### config.mk
export PLATFORM = sky130hd
export DESIGN_NAME = sr_cmd_sched
export DESIGN_NICKNAME = d
export VERILOG_FILES = /design/src/rtl/sr_cmd_sched.sv
export SDC_FILE = /design/constraint.sdc
export NUM_CORES = 1
export LEC_CHECK = 0
export ABC_CLOCK_PERIOD_IN_PS = 2900
export BUFFER_PORTS_ARGS = -buffer_cell sky130_fd_sc_hd__buf_4
export CORE_ASPECT_RATIO = 0.9
export CORE_MARGIN = 8
export CORE_UTILIZATION = 45
export CTS_CLUSTER_DIAMETER = 120
export CTS_CLUSTER_SIZE = 24
export DETAILED_ROUTE_END_ITERATION = 6
export PLACE_DENSITY_LB_ADDON = 0.12
export SYNTH_ARGS = -nofsm -noshare
export SYNTH_HDL_FRONTEND = slang
export SYNTH_SLANG_ARGS = --single-unit
### constraint.sdc
create_clock -name clk_i -period 2.9 [get_ports clk_i]
set_clock_uncertainty 0.1 [all_clocks]
set_input_delay 0.29 -clock clk_i [delete_from_list [all_inputs] [get_ports clk_i]]
set_output_delay 0.29 -clock clk_i [all_outputs]
set_load 0.1 [all_outputs]
### src/rtl/sr_cmd_sched.sv
// sr_cmd_sched: round-robin scheduler issuing one-cycle S/R pulses to a shared SR flip-flop bank (readback check under SR_SCHED_VERIFY_EN).
// Latency: gnt and the S/R pulse come one cycle after req is sampled; ack comes with the pulse, or one cycle later with readback.
// Backpressure: req is a level held until ack; one command in flight, losing requesters wait in place.
module sr_cmd_sched #(
  parameter int NREQ  = 4,
  parameter int WIDTH = 8,
  localparam int IW   = (WIDTH > 1) ? $clog2(WIDTH) : 1,
  localparam int PW   = $clog2(NREQ)
) (
  input  logic               clk_i,
  input  logic               rst_i,
  input  logic [NREQ-1:0]    req_i,
  input  logic [NREQ-1:0]    op_i,
  input  logic [NREQ*IW-1:0] idx_i,
  input  logic [WIDTH-1:0]   q_i,
  output logic [WIDTH-1:0]   s_o,
  output logic [WIDTH-1:0]   r_o,
  output logic [NREQ-1:0]    gnt_o,
  output logic [NREQ-1:0]    ack_o,
  output logic               err_o,
  output logic               busy_o
);

`ifdef SR_SCHED_VERIFY_EN
  localparam logic VERIFY = 1'b1;
`else
  localparam logic VERIFY = 1'b0;
`endif

  typedef enum logic [1:0] {IDLE, ISSUE, CHECK} state_t;

  state_t            state_q, state_d;
  logic [PW-1:0]     ptr_q, ptr_d;
  logic [NREQ-1:0]   gnt_q, gnt_d;
  logic [NREQ-1:0]   ack_q, ack_d;
  logic [WIDTH-1:0]  s_q, s_d;
  logic [WIDTH-1:0]  r_q, r_d;
  logic              op_q, op_d;
  logic [IW-1:0]     idx_q, idx_d;
  logic              oor_q, oor_d;

  logic              found;
  logic [PW-1:0]     win;
  logic [PW:0]       sum;
  logic [NREQ-1:0]   gnt_sel;
  logic              op_sel;
  logic [IW-1:0]     idx_sel;
  logic              oor_sel;
  logic [WIDTH-1:0]  dec;
  logic              q_bit;

  // First requester at or after the pointer, wrapping modulo NREQ.
  always_comb begin
    found = 1'b0;
    win   = '0;
    sum   = '0;
    for (int k = 0; k < NREQ; k++) begin
      sum = {1'b0, ptr_q} + (PW+1)'(k);
      if (sum >= (PW+1)'(NREQ)) sum = sum - (PW+1)'(NREQ);
      if (!found && req_i[sum[PW-1:0]]) begin
        found = 1'b1;
        win   = sum[PW-1:0];
      end
    end
  end

  always_comb begin
    gnt_sel = '0;
    op_sel  = 1'b0;
    idx_sel = '0;
    for (int k = 0; k < NREQ; k++) begin
      if (win == PW'(k)) begin
        gnt_sel[k] = found;
        op_sel     = op_i[k];
        idx_sel    = idx_i[k*IW +: IW];
      end
    end
    oor_sel = ({1'b0, idx_sel} >= (IW+1)'(WIDTH));
    // An out-of-range index matches no bit, so no pulse is driven for it.
    dec = '0;
    for (int i = 0; i < WIDTH; i++) dec[i] = (idx_sel == IW'(i));
  end

  always_comb begin
    q_bit = 1'b0;
    for (int i = 0; i < WIDTH; i++) begin
      if (idx_q == IW'(i)) q_bit = q_i[i];
    end
  end

  always_comb begin
    state_d = state_q;
    ptr_d   = ptr_q;
    gnt_d   = gnt_q;
    ack_d   = '0;
    s_d     = '0;
    r_d     = '0;
    op_d    = op_q;
    idx_d   = idx_q;
    oor_d   = oor_q;
    unique case (state_q)
      IDLE: begin
        if (found) begin
          state_d = ISSUE;
          ptr_d   = (win == PW'(NREQ-1)) ? '0 : win + 1'b1;
          gnt_d   = gnt_sel;
          op_d    = op_sel;
          idx_d   = idx_sel;
          oor_d   = oor_sel;
          s_d     = op_sel ? dec : '0;
          r_d     = op_sel ? '0 : dec;
          ack_d   = VERIFY ? '0 : gnt_sel;
        end
      end
      ISSUE: begin
`ifdef SR_SCHED_VERIFY_EN
        state_d = CHECK;
        ack_d   = gnt_q;
`else
        state_d = IDLE;
        gnt_d   = '0;
`endif
      end
      CHECK: begin
        state_d = IDLE;
        gnt_d   = '0;
      end
      default: state_d = IDLE;
    endcase
  end

  always_ff @(posedge clk_i) begin
    if (rst_i) begin
      state_q <= IDLE;
      ptr_q   <= '0;
      gnt_q   <= '0;
      ack_q   <= '0;
      s_q     <= '0;
      r_q     <= '0;
      op_q    <= 1'b0;
      idx_q   <= '0;
      oor_q   <= 1'b0;
    end else begin
      state_q <= state_d;
      ptr_q   <= ptr_d;
      gnt_q   <= gnt_d;
      ack_q   <= ack_d;
      s_q     <= s_d;
      r_q     <= r_d;
      op_q    <= op_d;
      idx_q   <= idx_d;
      oor_q   <= oor_d;
    end
  end

  assign s_o    = s_q;
  assign r_o    = r_q;
  assign gnt_o  = gnt_q;
  assign ack_o  = ack_q;
  assign busy_o = (state_q != IDLE);
  // Readback is compared in the ack cycle itself, after the bank has captured the pulse.
  assign err_o  = (|ack_q) & (oor_q | (VERIFY & (q_bit != op_q)));

endmodule

==> out/metrics.cfg <==
[status]
status=finished clean

[detailed_routing]
wirelength_mm=2.94
route.detailed.drc=0
viasPerCell=5.35
wl_per_cell_um=15.0
drt_iter0_drc=20
ant_nets=0
drt_first_pass_iters=4
via_count=1049

[finish]
seqCellArea_um2=541
fin_nets=203
antenna_cells=0
area_growth_pct=32.9
nFillCells=244
finalCoreUtilization_pct=63.5
drive_above_1_share_pct=36.9
fin_area_mm2=0.00157
multi_input_area_um2=596
final_cells=196

[global_route]
grt_pass1_wl_mm=4.80
grt_pass1_vias=1064
grt_overflow_total=0
grt_max_degree=16
antenna_found_initial=0
grt.total_usage_pct=12.5

[yosys]
synth.area.top_cells=dfxtp_1 (46%), ha_1 (4.2%), nor3_1 (3.8%)
synthCells=123
ys_top_cells_by_count=dfxtp_1 (27), nor2_1 (12), nor3_1 (9)
synth-seq-cells=27
synthMuxAreaShare_pct=2.55
syn_area_per_cell_um2=9.58
ys.flop_type=dfxtp_1
async_flop_share_pct=0
yosysMostFrequentCell=dfxtp_1
synth_top_family_by_area=simple AND/OR/NAND/NOR gates
synth-adder-area-share_pct=4.25
synth_top_area_cell=dfxtp_1
synth_edf_count=0
synth_area_mm2=0.00118
synth_warnings=0
netlist.area_leader.share_pct=45.9
synth_fp_nets=157
yosys.area_share.simple_pct=27.2
synthXorXnorAreaFrac_pct=0
seq_area_frac_synth_pct=45.9
ys_types=36
synth_compound_area_share_pct=15.8

[hold_path]
hold_path.class=primary input to register
whs_path_depth=2

[critical_path]
arrival_ns=2.68
end_kind=register
rr_worst_depth=9
worstSetupPathType=register to register
cp_max_fo=8
cp.required_ns=3.03
crit_path_start_kind=register

[clocking]
clock_latency_ns=0.31
clk_path_buf_depth=2
htree_num_levels=1
post-cts-setup-buffers=0
cts.sinks=27
cts_tree=yes
clkSlewWorstSetupHoldPaths_ns=0.14
cts_root_buffer=clkbuf_4
cts_buffers=3

[timing]
setup_tns_ns=0
min_period_ns=2.55
post-route-period-util_pct=87.8
fmax_ghz=0.393
rsz0062_at_grt=false
tightest_slew_ns=0.648
setup_viol=0
drv_slew=0
hold_viol=0
relSlewSlack_pct=56.5

[placement]
place_area_mm2=0.00153
dpl.hpwl_mm=2.36
dpl.cell_count=192
gp_congestion=0.798
io_buffers=46

[power]
power_density_mw_per_mm2=669
pwr-share-seq_pct=39.7
p_comb_share_pct=45.5
max-vdd-ir-drop_mv=0.442
power_switching_mw=0.466
clock_power_share_pct=14.7
leakagePower_nw=0.682
p_int_mw=0.582
switching_share_pct=44.5
finalPower_mw=1.05

[floorplan]
start_util_pct=47.8
coreArea_mm2=0.00247
die_h_um=64.6
die_w_um=69.9
dieArea_mm2=0.00451
rows=17
pin_count=56

[job]
cap_violations=0

==> power groups by stage <==
stage	Combinational [mW]	Clock (mW)	Sequential, mW
final	0.477	0.154	0.416
after global routing	0.511	0.175	0.419
after CTS	0.476	0.157	0.416
after detailed placement	0.473	0	0.424
after global placement	0.463	0	0.423
after floorplan	0.195	0	0.594
==> logic make-up after synthesis <==
logic type,count (synthesis)
AO/OA/AOI/OAI,24
multiplexers,3
AND/OR/NAND/NOR,53
buffers and inverters,11
other,1
adder cells (fa/ha/maj),4
flip-flops,27
==> stage by stage <==
step	setup WS (ns)	hold WS, ns
2_1_floorplan	0.657	0.393
3_3_place_gp	0.261	0.402
3_5_place_dp	0.153	0.404
4_1_cts	0.221	0.113
5_1_grt	0.116	0.101
6_report	0.353	0.115
==> worst max-delay path, cell delays in order (launching register included) <==
cell and delay, ns:
dfxtp_1 0.41, or2b_1 0.14, a21oi_1 0.09, a211oi_2 0.35, inv_1 0.11, ha_1 0.33, a211oi_1 0.29, a211o_1 0.20
nand3_1 0.17, nor3_1 0.28
==> layout make-up <==
class                           instances  area share (%)
Inverter                                6            1.44
Sequential cell                        27            34.5
Multi-Input combinational cell         85            38.0
Clock inverter                          1           0.319
Timing Repair Buffer                   46            22.0
Tap cell                               28            2.24
Clock buffer                            3            1.44
==> layout by cell type (no fill, tap or decap), types with 2 or more instances in the layout <==
| master | instances |
|---|---|
| buf_4 | 46 |
| dfxtp_1 | 27 |
| nor2_1 | 12 |
| nor3_1 | 9 |
| inv_1 | 6 |
| a21oi_1 | 5 |
| nand3_1 | 5 |
| nand3b_1 | 4 |
| and2_1 | 4 |
| ha_1 | 4 |
| o22ai_1 | 3 |
| o22a_1 | 3 |
| a211oi_1 | 3 |
| nand2_1 | 3 |
| mux2i_1 | 3 |
| nor3_2 | 3 |
| clkbuf_4 | 3 |
| nand2b_1 | 2 |
| nor2b_1 | 2 |
| and3_1 | 2 |
| o21ai_0 | 2 |
==> worst paths after layout <==
path	start	to	slack, ns
min reg2reg	gnt_o[3]	gnt_o[3]	0.42
max reg2reg	ptr_q[0]	s_o[2]	0.35
max	ptr_q[0]	s_o[2]	0.35
min	rst_i	gnt_o[1]	0.12
==> what timing repair did <==
item,4_1_cts,5_1_grt
endpoints found under the setup margin,0,6
hold buffers,0,0
gates resized for setup,0,2
==> routing by layer <==
| layer | vias up | wire, um | global-route usage [%] |
|---|---|---|---|
| li1 | 526 | - | - |
| met1 | 484 | 1300 | 15.1 |
| met2 | 37 | 1390 | 20.8 |
| met3 | 2 | 226 | 3.81 |
| met4 | 0 | 27 | 3.76 |
| met5 | - | 0 | 0 |
==> flip-flops by register name, summed over array words and instances, names as in the netlist <==
register  count
r_o           8
ptr_q         2
s_o           8
gnt_o         4
ack_o         4
state_q       1
Note: power is estimated with default switching activity, not from simulation.
